<file path="src/rtl/sys_rst_seq_pkg.sv">
// sys_rst_seq_pkg: FSM state and reset-cause encodings shared by the reset sequencer,
// plus a helper that sizes counters.
package sys_rst_seq_pkg;

  typedef enum logic [2:0] {
    ST_RESET     = 3'd0,
    ST_WAIT_LOCK = 3'd1,
    ST_HOLD      = 3'd2,
    ST_BTN       = 3'd3,
    ST_RUN       = 3'd4
  } state_t;

  localparam int CAUSE_W = 2;

  localparam logic [CAUSE_W-1:0] CAUSE_POR  = 2'd0;
  localparam logic [CAUSE_W-1:0] CAUSE_BTN  = 2'd1;
  localparam logic [CAUSE_W-1:0] CAUSE_LOCK = 2'd2;

  // Width of a counter that must hold values 0..n-1 (never narrower than one bit).
  function automatic int cnt_width(input int n);
    return (n > 1) ? $clog2(n) : 1;
  endfunction

endpackage

</file>
<file path="src/rtl/sys_rst_seq_btn_debounce.sv">
// btn_debounce: synchronises the raw push-button and accepts a level change only after
// DEBOUNCE_CYCLES consecutive stable cycles. o_pressed is active-high for either board polarity.
module btn_debounce
  import sys_rst_seq_pkg::*;
#(
  parameter int SYNC_STAGES     = 2,
  parameter int DEBOUNCE_CYCLES = 50000,
  parameter int BTN_ACTIVE_LOW  = 1
) (
  input  logic i_clk,
  input  logic i_rst,
  input  logic i_btn,
  output logic o_pressed
);

  localparam int               CNT_W    = cnt_width(DEBOUNCE_CYCLES);
  localparam logic [CNT_W-1:0] CNT_LAST = CNT_W'(DEBOUNCE_CYCLES - 1);

  logic                   w_btn_pressed_raw;
  logic                   w_btn_s;
  logic [SYNC_STAGES-1:0] r_sync;
  logic [CNT_W-1:0]       r_cnt;
  logic                   r_deb;

  // Normalise polarity before the synchroniser so a cleared chain means "not pressed".
  assign w_btn_pressed_raw = (BTN_ACTIVE_LOW != 0) ? ~i_btn : i_btn;
  assign w_btn_s           = r_sync[SYNC_STAGES-1];

  always_ff @(posedge i_clk or posedge i_rst) begin
    if (i_rst) begin
      r_sync <= '0;
    end else begin
      r_sync <= {r_sync[SYNC_STAGES-2:0], w_btn_pressed_raw};
    end
  end

  always_ff @(posedge i_clk or posedge i_rst) begin
    if (i_rst) begin
      r_cnt <= '0;
      r_deb <= 1'b0;
    end else if (w_btn_s == r_deb) begin
      r_cnt <= '0;
    end else if (r_cnt == CNT_LAST) begin
      r_cnt <= '0;
      r_deb <= ~r_deb;
    end else begin
      r_cnt <= r_cnt + CNT_W'(1);
    end
  end

  assign o_pressed = r_deb;

endmodule

</file>
<file path="src/rtl/sys_rst_seq.sv">
// sys_rst_seq: merges power-on reset, debounced push-button and (with SYS_RST_SEQ_LOCK_EN)
// PLL lock into one system reset: async assert, sync deassert after a hold, last cause kept.
module sys_rst_seq
  import sys_rst_seq_pkg::*;
#(
  parameter int SYNC_STAGES     = 2,
  parameter int HOLD_CYCLES     = 1024,
  parameter int DEBOUNCE_CYCLES = 50000,
  parameter int BTN_ACTIVE_LOW  = 1
) (
  input  logic               clki,
  input  logic               rst,
  input  logic               btn,
`ifdef SYS_RST_SEQ_LOCK_EN
  input  logic               locked,
`endif
  output logic               sys_rst,
  output logic               sys_rst_n,
  output logic               ready,
  output logic [CAUSE_W-1:0] cause
);

  localparam int                HOLD_W    = cnt_width(HOLD_CYCLES);
  localparam logic [HOLD_W-1:0] HOLD_LAST = HOLD_W'(HOLD_CYCLES - 1);

  generate
    if (SYNC_STAGES < 2 || SYNC_STAGES > 4) begin : g_bad_sync
      $error("sys_rst_seq: SYNC_STAGES must be in 2..4");
    end
    if (HOLD_CYCLES < 1 || DEBOUNCE_CYCLES < 1) begin : g_bad_count
      $error("sys_rst_seq: HOLD_CYCLES and DEBOUNCE_CYCLES must be >= 1");
    end
  endgenerate

  state_t               r_state;
  state_t               w_state_next;
  logic [HOLD_W-1:0]    r_hold;
  logic [HOLD_W-1:0]    w_hold_next;
  logic [CAUSE_W-1:0]   r_cause;
  logic [CAUSE_W-1:0]   w_cause_next;
  logic                 r_sys_rst;
  logic                 r_ready;
  logic                 w_pressed;
  logic                 w_locked_s;

  btn_debounce #(
    .SYNC_STAGES    (SYNC_STAGES),
    .DEBOUNCE_CYCLES(DEBOUNCE_CYCLES),
    .BTN_ACTIVE_LOW (BTN_ACTIVE_LOW)
  ) u_btn_debounce (
    .i_clk    (clki),
    .i_rst    (rst),
    .i_btn    (btn),
    .o_pressed(w_pressed)
  );

`ifdef SYS_RST_SEQ_LOCK_EN
  logic [SYNC_STAGES-1:0] r_lock_sync;

  always_ff @(posedge clki or posedge rst) begin
    if (rst) begin
      r_lock_sync <= '0;
    end else begin
      r_lock_sync <= {r_lock_sync[SYNC_STAGES-2:0], locked};
    end
  end

  assign w_locked_s = r_lock_sync[SYNC_STAGES-1];
`else
  assign w_locked_s = 1'b1;
`endif

  // Lock loss outranks a button press in every state where it causes a transition.
  always_comb begin
    w_state_next = r_state;
    w_cause_next = r_cause;
    w_hold_next  = '0;
    unique case (r_state)
      ST_RESET: begin
        w_state_next = ST_WAIT_LOCK;
      end
      ST_WAIT_LOCK: begin
        if (w_pressed) begin
          w_state_next = ST_BTN;
          w_cause_next = CAUSE_BTN;
        end else if (w_locked_s) begin
          w_state_next = ST_HOLD;
        end
      end
      ST_HOLD: begin
        if (!w_locked_s) begin
          w_state_next = ST_WAIT_LOCK;
          w_cause_next = CAUSE_LOCK;
        end else if (w_pressed) begin
          w_state_next = ST_BTN;
          w_cause_next = CAUSE_BTN;
        end else if (r_hold == HOLD_LAST) begin
          w_state_next = ST_RUN;
        end else begin
          w_hold_next = r_hold + HOLD_W'(1);
        end
      end
      ST_BTN: begin
        if (!w_locked_s) begin
          w_state_next = ST_WAIT_LOCK;
          w_cause_next = CAUSE_LOCK;
        end else if (!w_pressed) begin
          w_state_next = ST_WAIT_LOCK;
        end
      end
      ST_RUN: begin
        if (!w_locked_s) begin
          w_state_next = ST_WAIT_LOCK;
          w_cause_next = CAUSE_LOCK;
        end else if (w_pressed) begin
          w_state_next = ST_BTN;
          w_cause_next = CAUSE_BTN;
        end
      end
      default: begin
        w_state_next = ST_RESET;
      end
    endcase
  end

  // Outputs decode the next state so they switch on the same edge as r_state.
  always_ff @(posedge clki or posedge rst) begin
    if (rst) begin
      r_state   <= ST_RESET;
      r_hold    <= '0;
      r_cause   <= CAUSE_POR;
      r_sys_rst <= 1'b1;
      r_ready   <= 1'b0;
    end else begin
      r_state   <= w_state_next;
      r_hold    <= w_hold_next;
      r_cause   <= w_cause_next;
      r_sys_rst <= (w_state_next != ST_RUN);
      r_ready   <= (w_state_next == ST_RUN);
    end
  end

  assign sys_rst   = r_sys_rst;
  assign sys_rst_n = ~r_sys_rst;
  assign ready     = r_ready;
  assign cause     = r_cause;

endmodule

</file>
<file path="config.mk">
export PLATFORM = sky130hd
export DESIGN_NAME = sys_rst_seq
export DESIGN_NICKNAME = d
export VERILOG_FILES = /design/src/rtl/sys_rst_seq_pkg.sv /design/src/rtl/sys_rst_seq_btn_debounce.sv /design/src/rtl/sys_rst_seq.sv
export SDC_FILE = /design/constraint.sdc
export NUM_CORES = 1
export LEC_CHECK = 0
export BUFFER_PORTS_ARGS = -buffer_cell sky130_fd_sc_hd__buf_4
export CORE_ASPECT_RATIO = 0.7
export CORE_UTILIZATION = 35
export DETAILED_ROUTE_END_ITERATION = 12
export PLACE_DENSITY = 0.47
export SLEW_MARGIN = 25
export SYNTH_ARGS = -nofsm -noshare
export SYNTH_HDL_FRONTEND = slang
export SYNTH_SLANG_ARGS = --single-unit
</file>
<file path="constraint.sdc">
create_clock -name clki -period 3.8 [get_ports clki]
set_clock_uncertainty 0.1 [all_clocks]
set_input_delay 1.14 -clock clki [delete_from_list [all_inputs] [get_ports clki]]
set_output_delay 1.14 -clock clki [all_outputs]
set_load 0.02 [all_outputs]
</file>
== After elaboration in Yosys (flattened, before gate mapping) ==
Cells that the tools add are included.
Word-level totals
  word-level logic and storage cells: 38
  output and inout port bits: 5
  register bits after elaboration: 35
Operators by class
  bitwise logic cells: 4
  add/sub/neg operators: 2
  reductions and logical operators: 4
  equality and inequality tests: 9
  muxes and demuxes: 11
Operators with widths (number)
  2-to-1 mux 16 bit: 2
  2-to-1 mux 10 bit: 3
  adder 16 x 1 -> 16 bit (second input constant): 1
  == test 16 bit (second input constant): 1
  one-hot mux 3 bit (5 select lines): 1
  2-to-1 mux 3 bit: 4
  adder 10 x 1 -> 10 bit (second input constant): 1
  == test 10 bit (second input constant): 1
  == test 3 x 2 -> 1 bit (second input constant): 2
  == test 3 bit (second input constant): 2
  NOT 1 bit: 4
  AND reduction 2 bit: 2
  == test 3 x 1 -> 1 bit (second input constant): 1
  zero test 3 bit: 1
  != test 3 bit (second input constant): 1
  OR reduction 3 bit: 1
  == test 1 bit: 1
  2-to-1 mux 1 bit: 1

== Longest topological paths before layout ==
Gate-level depths: netlist (run 1).
  word-level depth: 5
  depth in mapped cells: 6
  gate-level depth less buffers: 5

== Cells and area by module ==
From an unflattened synthesis (run 1), not the netlist that was laid out.
Second synthesis, totals
  cell total of the unflattened synthesis: 174
  area, all modules: 1826.8 µm²
By module, submodules not included
  btn_debounce: area an instance 985.9 µm², cells an instance 88, times used 1, seq. area each 475.5 µm²
  sys_rst_seq: area an instance 840.8 µm², cells an instance 86, times used 1, seq. area each 401.6 µm²

== Worst setup path after synthesis (run 1) ==
Ideal clock, no wire load.
  path type: flip-flop to output port
  from: reg r_sys_rst (netlist: sys_rst)
  to: out sys_rst_n
  slack: 1.875 ns
  stages on the path, launching flop included: 2
  arrival time: 0.685 ns
  data required time: 2.560 ns
  cells stage by stage: dfstp_2 -> inv_1
Between the ends
  cells in the longest elaborated chain, start to end: 1
Ends and longest elaborated chain
  start, declared: line sys_rst_seq.sv:41  | logic r_sys_rst;
  start signal, assigned: line sys_rst_seq.sv:138  | r_sys_rst <= (w_state_next != ST_RUN);
  NOT 1 bit: line sys_rst_seq.sv:144  | assign sys_rst_n = ~r_sys_rst;
  end, declared: line sys_rst_seq.sv:18  | output logic sys_rst_n,
No other way between the ends.

== Worst setup path after layout (run 1) ==
Ends and elaborated chain as after synthesis.

==> results of run 1 <==
==> per-stage QoR <==
step / area, um2 / hold WS (ps) / std cells
global route: 1850 / 272 / 230
CTS: 1850 / 254 / 230
detailed placement: 1750 / 237 / 222
finish: 1850 / 251 / 230
global placement: 1750 / 238 / 222
floorplan: 1660 / 231 / 165
==> cell usage in the layout, fill, tap and decap left out, drive strengths merged <==
cell,instances
o21a,2
nor2b,2
nand2b,1
and3,1
dfrtp,34
nor3b,2
o21ai,3
clkbuf,8
o32ai,1
ha,2
mux2,1
o41ai,1
buf,7
nor3,4
a211o,1
xor2,6
dfstp,1
nor2,33
o211ai,1
or2,1
or3,3
nor4b,1
nand3,10
nand4,4
inv,11
conb,1
xnor2,17
a21oi,3
nand2,5
nand3b,2
nor4,6
==> flip-flops by register name (all words and copies together), names as in the netlist <==
| signal | flops |
|---|---|
| u_btn_debounce.r_cnt | 16 |
| r_hold | 10 |
| r_state | 3 |
| u_btn_debounce.r_sync | 2 |
| cause | 1 |
| ready | 1 |
| sys_rst | 1 |
| u_btn_debounce.o_pressed | 1 |
==> metal layers <==
layer | track usage | vias up | wire length, um
met3 | 0.0497 | 4 | 112
met5 | 0 | - | 0
met4 | 0.0654 | 0 | 34
li1 | - | 565 | -
met1 | 0.172 | 536 | 1540
met2 | 0.224 | 21 | 1270
==> worst reg2reg max path, delay by kind of cell, from the launching register on <==
family           cells  cell delay, ps
AO/OA/AOI/OAI        1             870
flip-flops           1             430
AND/OR/NAND/NOR      2             570
==> final timing paths <==
path | to | cells past startpoint | slack, ps | from
worst max-delay path | sys_rst_n | 2 | 1570 | sys_rst
worst min-delay path | u_btn_debounce.r_sync[1] | 0 | 250 | u_btn_debounce.r_sync[0]
worst max register to register | u_btn_debounce.r_cnt[8] | 3 | 1680 | u_btn_debounce.r_cnt[10]
worst min register to register | u_btn_debounce.r_sync[1] | 0 | 250 | u_btn_debounce.r_sync[0]
max in group asynchronous | sys_rst | 3 | 2410 | rst
min in group asynchronous | r_hold[3] | 3 | 850 | rst
==> final cells by class <==
type                    count  area (um2)
fillers                   453        2600
clock buffers               8         100
well taps                  55        68.8
inverters                  11        41.3
repair buffers              7        52.6
multi-input cells         114         714
flip-flops and latches     35         877
==> power breakdown <==
group          internal, mW  total [mW]  switching, mW
logic               0.00573      0.0194         0.0137
clock network         0.165       0.295          0.130
registers             0.376       0.379        0.00311
total                 0.547       0.694          0.146
==> kinds of logic (layout without fill, tap and decap cells) <==
family	Yosys count	after routing	synth area share
AND/OR/NAND/NOR	75	75	0.226
AO/OA/AOI/OAI	12	12	0.0587
multiplexers	1	1	0.00677
adder cells (fa/ha/maj)	2	2	0.0150
flip-flops	35	35	0.527
other	1	1	0.00226
buffers and inverters	16	26	0.0429
XOR/XNOR	23	23	0.121
==> metrics.yaml, run 1 <==
cts_resized: 0
slew_headroom: 0.403
critical_path.top_delay_family: "flip-flops"
die_x_um: 84.4
setup-tns-final_ps: 0
first_pass_iters: 4
die_height_um: 59.7
grt_max_degree: 36
clk_latency_ps: 280
synthFlopType: "dfrtp_1"
placementRows: 20
report.final.slew_viol_count: 0
fin_crit_sh: 0.587
crit_path_end_kind: "output pin"
min_period_ps: 2230
synth_top_area_frac: 0.512
globalplace.congestion: 0.713
setup_violations: 0
postCtsSetupBuffers: 0
ir_worst_vdd_mv: 0.146
antennaDiodeCount: 0
clockBufferDepth: 2
synth_cell_type_count: 33
io_buffers: 6
path_clk_slew_ps: 70
start_util: 0.373
ios: 8
drc: 0
outcome: "completed"
postCtsHoldBufs: 0
worst_slack_ps: 1570
drive_above_1_share: 0.114
h-tree-depth: 2
p_per_area_nw_per_um2: 374
synth_nets: 170
yosys_warnings: 0
ant_nets: 0
synthTopCellsByCount: "dfrtp_1, nor2_1, xnor2_1"
dp_hpwl_um: 2060
cp-start-kind: "register"
netlist_instances: 165
syn-cell-area_um2: 1660
hold_class: "reg2reg"
core_area_um2: 4450
dp_slack_ps: 1660
synth_area_leader_cell: "dfrtp_1"
grt_pass1_wl_um: 5170
synth.top_cells.by_area: "dfrtp_1, xnor2_1, nor2_1, xor2_1, nand3_1"
wl_per_cell_um: 12.8
syn2layout_area_growth_pct: 11.5
hold_viol: 0
power_mw: 0.694
vias: 1126
grt.overflow.total: 0
worst_pin_slew_ps: 892
arrival_ps: 990
ys_seq_area_frac: 0.527
required_ps: 2560
synth-seq-cells: 35
async_reset_ff_frac: 1.00
grt_pass1_vias: 1145
vias_per_cell: 4.90
p_leak_nw: 0.813
final_core_util: 0.416
path_cells: "inv_1 -> buf_4"
crit_type: "reg2out"
rsz0062_at_grt: "false"
slowest_stage: "dfstp_2"
drtIter0Drc: 59
cts_tree: "done"
antenna_found_initial: 0
worstPathMaxFanout: 2
critical_path_buf_inv_count: 2
drv_cap: 0
fmax_mhz: 448
cts_made_buffers: 5
die_area_um2: 5040
slowest_delay_ps: 530
nets: 179
avgSynthCellArea_um2: 10.1
cts_root_buf: "clkbuf_8"
synthMostInstantiatedCell: "dfrtp_1"
synth_edf_count: 0
cts_sinks: 35
finalWirelength_um: 2950
grt_usage: 0.139
Power figures use the tool's default switching activity.
==> inputs of run 2 (changes only) <==
==> constraint.sdc (replaced) <==
create_clock -name clki -period 2.2 [get_ports clki]
set_clock_uncertainty 0.1 [all_clocks]
set_input_delay 0.66 -clock clki [delete_from_list [all_inputs] [get_ports clki]]
set_output_delay 0.66 -clock clki [all_outputs]
set_load 0.02 [all_outputs]
==> metrics.yaml, run 2 (synthesized netlist as in run 1, its figures left out) <==
outcome: "completed"
die_x_um: 84.4  # unchanged
report.final.slew_viol_count: 0  # unchanged
h-tree-depth: 2  # unchanged
drtIter0Drc: 49  # -17%
crit_type: "reg2reg"
ir_worst_vdd_mv: 0.300  # +110%
slowest_delay_ps: 430  # -100 ps
largest_register_ffs: 16  # unchanged
cts_tree: "done"
clk_latency_ps: 270  # about the same
vias: 1117  # -0.80%
die_area_um2: 5040  # unchanged
grt.overflow.total: 0  # unchanged
globalplace.congestion: 0.754  # +5.7%
clockBufferDepth: 2  # unchanged
r2r_end: "u_btn_debounce.o_pressed"
fillers: 449  # -0.88%
drc: 0  # unchanged
path_cells: "nor4b_2 -> nand3b_1 -> nor4_1 -> mux2_2"
first_pass_iters: 4  # unchanged
endpoint: "u_btn_debounce.o_pressed"
cts_resized: 0  # unchanged
cts_root_buf: "clkbuf_8"
path_depth: 4  # +2
setup_violations: 0  # unchanged
vias_per_cell: 4.88  # -0.37%
postCtsSetupBuffers: 0  # unchanged
syn2layout_area_growth_pct: 10.3
grt_max_degree: 36  # unchanged
worstPathMaxFanout: 4  # +2
finalWirelength_um: 2830  # -4.1%
dp_slack_ps: 438  # -1230 ps
whs_ps: 250  # -0.534 ps
hold_viol: 0  # unchanged
crit_path_end_kind: "register"
arrival_ps: 1830  # +840 ps
required_ps: 2260  # -300 ps
drive_above_1_share: 0.109  # -0.00509
layout_commonest_cell: "dfrtp_1"
p_leak_nw: 0.804  # -1.2%
drv_cap: 0  # unchanged
layout_common_cells: "dfrtp_1, nor2_1, xnor2_1"
start_util: 0.373  # unchanged
slowest_stage: "dfrtp_1"
antenna_found_initial: 0  # unchanged
nets: 180  # +0.56%
worstSetupStartpoint: "u_btn_debounce.r_cnt[12]"
top_regs: "u_btn_debounce.r_cnt: 16 flops, r_hold: 10 flops, r_state: 3 flops"
cts_sinks: 35  # unchanged
fin_crit_sh: 0.806
io_buffers: 6  # unchanged
reg2reg_setup_slack_ps: 430  # -1250 ps
ff2ff_path_depth: 4  # +1
ios: 8  # unchanged
antennaDiodeCount: 0  # unchanged
rsz0062_at_grt: "false"
dp_hpwl_um: 1960  # -4.9%
grt_pass1_vias: 1133  # -1.0%
top_register: "u_btn_debounce.r_cnt"
postCtsHoldBufs: 0  # unchanged
core_area_um2: 4450  # unchanged
grt_pass1_wl_um: 5390  # +4.3%
worst_slack_ps: 426  # -1140 ps
cts_made_buffers: 5  # unchanged
die_height_um: 59.7  # unchanged
ant_nets: 0  # unchanged
hold_class: "reg2reg"
cp-start-kind: "register"
critical_path.top_delay_family: "simple AND/OR/NAND/NOR gates"
path_clk_slew_ps: 60  # about the same
final_core_util: 0.412  # -0.00449
fmax_mhz: 564
p_per_area_nw_per_um2: 604  # +61%
reg2reg_from: "u_btn_debounce.r_cnt[12]"
setup-tns-final_ps: 0  # unchanged
min_period_ps: 1770
wl_per_cell_um: 12.4  # -3.7%
grt_usage: 0.139  # -0.000388
placementRows: 20  # unchanged
critical_path_buf_inv_count: 0  # -2
run 2: final cells by class:
type,instances,area (um2),share of cell area
repair buffers,8,60.1,0.0327
well taps,55,68.8,0.0375
inverters,11,41.3,0.0225
multi-input cells,114,714,0.389
flip-flops and latches,35,877,0.478
clock buffers,6,72.6,0.0396
run 2: worst min-delay path by stage:
stage                     cells past startpoint                       end                      from
after global placement                        0  u_btn_debounce.r_sync[1]  u_btn_debounce.r_sync[0]
after floorplan                               0  u_btn_debounce.r_sync[1]  u_btn_debounce.r_sync[0]
after CTS                                     0  u_btn_debounce.r_sync[1]  u_btn_debounce.r_sync[0]
after detailed placement                      0  u_btn_debounce.r_sync[1]  u_btn_debounce.r_sync[0]
final                                         0  u_btn_debounce.r_sync[1]  u_btn_debounce.r_sync[0]
after global routing                          0  u_btn_debounce.r_sync[1]  u_btn_debounce.r_sync[0]
run 2: per-layer routing:
metal	track usage	share of wire	vias to the layer above	wire, um
met5	0	0	-	0
met3	0.0414	0.044	5	125
met1	0.205	0.55	521	1560
met2	0.192	0.39	28	1120
li1	-	-	563	-
met4	0.0508	0.011	0	32
run 2: power breakdown:
part	switching, mW	internal (mW)	leakage (nW)
clock	0.206	0.211	0.0371
sequential	0.00543	0.650	0.450
combinational	0.0237	0.0110	0.317
total	0.235	0.872	0.804
run 2: stage by stage:
step	power, mW	std cells	instance area [um2]
after floorplan	0.693	165	1660
after global placement	0.703	223	1760
after detailed placement	0.703	223	1760
after CTS	1.12	229	1830
after global routing	1.16	229	1830
final	1.11	229	1830
==> inputs of run 3 (changes only) <==
==> constraint.sdc (replaced) <==
create_clock -name clki -period 1.68 [get_ports clki]
set_clock_uncertainty 0.1 [all_clocks]
set_input_delay 0.504 -clock clki [delete_from_list [all_inputs] [get_ports clki]]
set_output_delay 0.504 -clock clki [all_outputs]
set_load 0.02 [all_outputs]
==> metrics.yaml, run 3 (synthesized netlist as in run 1, its figures left out) <==
outcome: "complete, but fails checks"
violations: "setup timing"
seqPwrFrac: 0.535  # -0.057
register_area_um2: 877  # unchanged
power.internal_mw: 1.26  # +44%
p_leak_nw: 0.930  # +16%
crit_type: "reg2reg"
layout_commonest_cell: "dfrtp_1"
multi_input_area_um2: 771  # +7.9%
worst_slack_ps: -35.2  # -462 ps
power_frac_clock: 0.419  # +0.042
p_per_area_nw_per_um2: 751  # +24%
required_ps: 1740  # -520 ps
grt_pass1_vias: 1129  # -0.35%
power_mw: 1.60  # +45%
cts_root_buf: "clkbuf_8"
vias: 1194  # +6.9%
final_core_util: 0.479  # +0.0671
grt_max_degree: 15  # -58%
ios: 8  # unchanged
rsz0062_at_grt: "true"
clk_latency_ps: 280  # about the same
grt_usage: 0.146  # +0.00712
ir_worst_vdd_mv: 0.348  # +16%
start_util: 0.373  # unchanged
fillers: 416  # -7.3%
io_buffers: 6  # unchanged
drv_cap: 0  # unchanged
drc: 0  # unchanged
top_register: "u_btn_debounce.r_cnt"
grt_pass1_wl_um: 5530  # +2.7%
min_period_ps: 1720  # -58.3 ps
ant_nets: 0  # unchanged
netSwitchingFraction: 0.217  # +0.00424
fin_crit_sh: 1.02  # +0.215
fmax_mhz: 583  # +3.4%
largest_register_ffs: 16  # unchanged
report.final.slew_viol_count: 0  # unchanged
dp_hpwl_um: 2310  # +18%
finalWirelength_um: 3270  # +16%
cp-start-kind: "register"
cts_tree: "done"
nets: 206  # +14%
antennaDiodeCount: 0  # unchanged
globalplace.congestion: 0.749  # -0.68%
antenna_found_initial: 0  # unchanged
vias_per_cell: 4.65  # -4.8%
cts_sinks: 35  # unchanged
combPwrFrac: 0.046  # +0.015
grt.overflow.total: 0  # unchanged
top_regs: "u_btn_debounce.r_cnt: 16 flops, r_hold: 10 flops, r_state: 3 flops"
first_pass_iters: 4  # unchanged
layout_common_cells: "dfrtp_1, buf_4, nor2_1"
drtIter0Drc: 48  # -2.0%
power.switching_mw: 0.347  # +48%
core_area_um2: 4450  # unchanged
die_height_um: 59.7  # unchanged
arrival_ps: 1780  # -50 ps
syn2layout_area_growth_pct: 28.3
worstPathMaxFanout: 5  # +1
clockBufferDepth: 2  # unchanged
wl_per_cell_um: 12.7  # +2.9%
hold_viol: 0  # unchanged
setup_violations: 16  # +16
h-tree-depth: 2  # unchanged
dp.cells: 245  # +9.9%
hold_class: "in2async"
crit_path_end_kind: "register"
path_clk_slew_ps: 70  # about the same
drive_above_1_share: 0.287  # +0.178
placementRows: 20  # unchanged
die_area_um2: 5040  # unchanged
cts_made_buffers: 5  # unchanged
die_x_um: 84.4  # unchanged
stdcell_count: 257  # +12%
run 3: cell types whose count changed in the layout (fill, tap and decap cells not counted), moves of 2 or more:
cell      change
nor2_2        +4
nor2_1        -7
nor2_4        +3
clkbuf_8      +2
buf_4        +24
run 3: critical path, cell delays in order, from the launching register on:
cell     delay [ps]
dfrtp_1         380
or3_4           410
o41ai_4         440
buf_4           220
nor2_1           40
run 3: worst paths after layout:
path / from / to / slack [ps] / cells after the start
min in group clki: u_btn_debounce.r_sync[0] / u_btn_debounce.r_sync[1] / 250 / 0
worst max register to register: u_btn_debounce.r_cnt[11] / u_btn_debounce.r_cnt[13] / -40 / 4
worst min register to register: u_btn_debounce.r_sync[0] / u_btn_debounce.r_sync[1] / 250 / 0
max in group asynchronous: rst / u_btn_debounce.r_cnt[6] / 1050 / 3
worst max-delay path: u_btn_debounce.r_cnt[11] / u_btn_debounce.r_cnt[13] / -40 / 4
worst min-delay path: rst / r_hold[6] / 170 / 3
run 3: what timing repair did:
item | CTS | global route
gates cloned | 1 | 0
pin swaps | 6 | 3
hold buffers | 0 | 0
endpoints found under the setup margin | 15 | 20
hold endpoints to repair | 0 | 0
resized for setup | 6 | 10
setup buffers | 0 | 3
run 3: final cells by class:
cell class,count,share of cell area
tap,55,0.0323
multi-input combinational,114,0.361
clock inverter,1,0.00352
clock buffer,7,0.0452
sequential,35,0.411
timing repair buffer,34,0.127
inverter,11,0.0194
run 3: routing by layer:
layer,global-route usage,routed length [um]
met1,0.221,1900
met2,0.205,1250
met3,0.0414,108
met4,0.0363,11
met5,0,0
run 3: power groups by stage:
stage               registers [mW]  logic [mW]  clock network, mW
floorplan                    0.872      0.0361                  0
global placement             0.872      0.0660                  0
detailed placement           0.872      0.0673                  0
CTS                          0.857      0.0721              0.696
global route                 0.857      0.0827              0.741
finish                       0.857      0.0739              0.672
run 3: metrics by stage:
stage / worst slack [ps] / hold WS (ps) / instance area (um2) / setup TNS, ps
after detailed placement: -76.3 / 240 / 1940 / -483
after floorplan: -39.1 / 231 / 1660 / -385
after global routing: -91.7 / 174 / 2130 / -1380
after global placement: -21.1 / 239 / 1940 / -34.8
after CTS: -28.9 / 165 / 2080 / -201
final: -35.2 / 165 / 2130 / -459
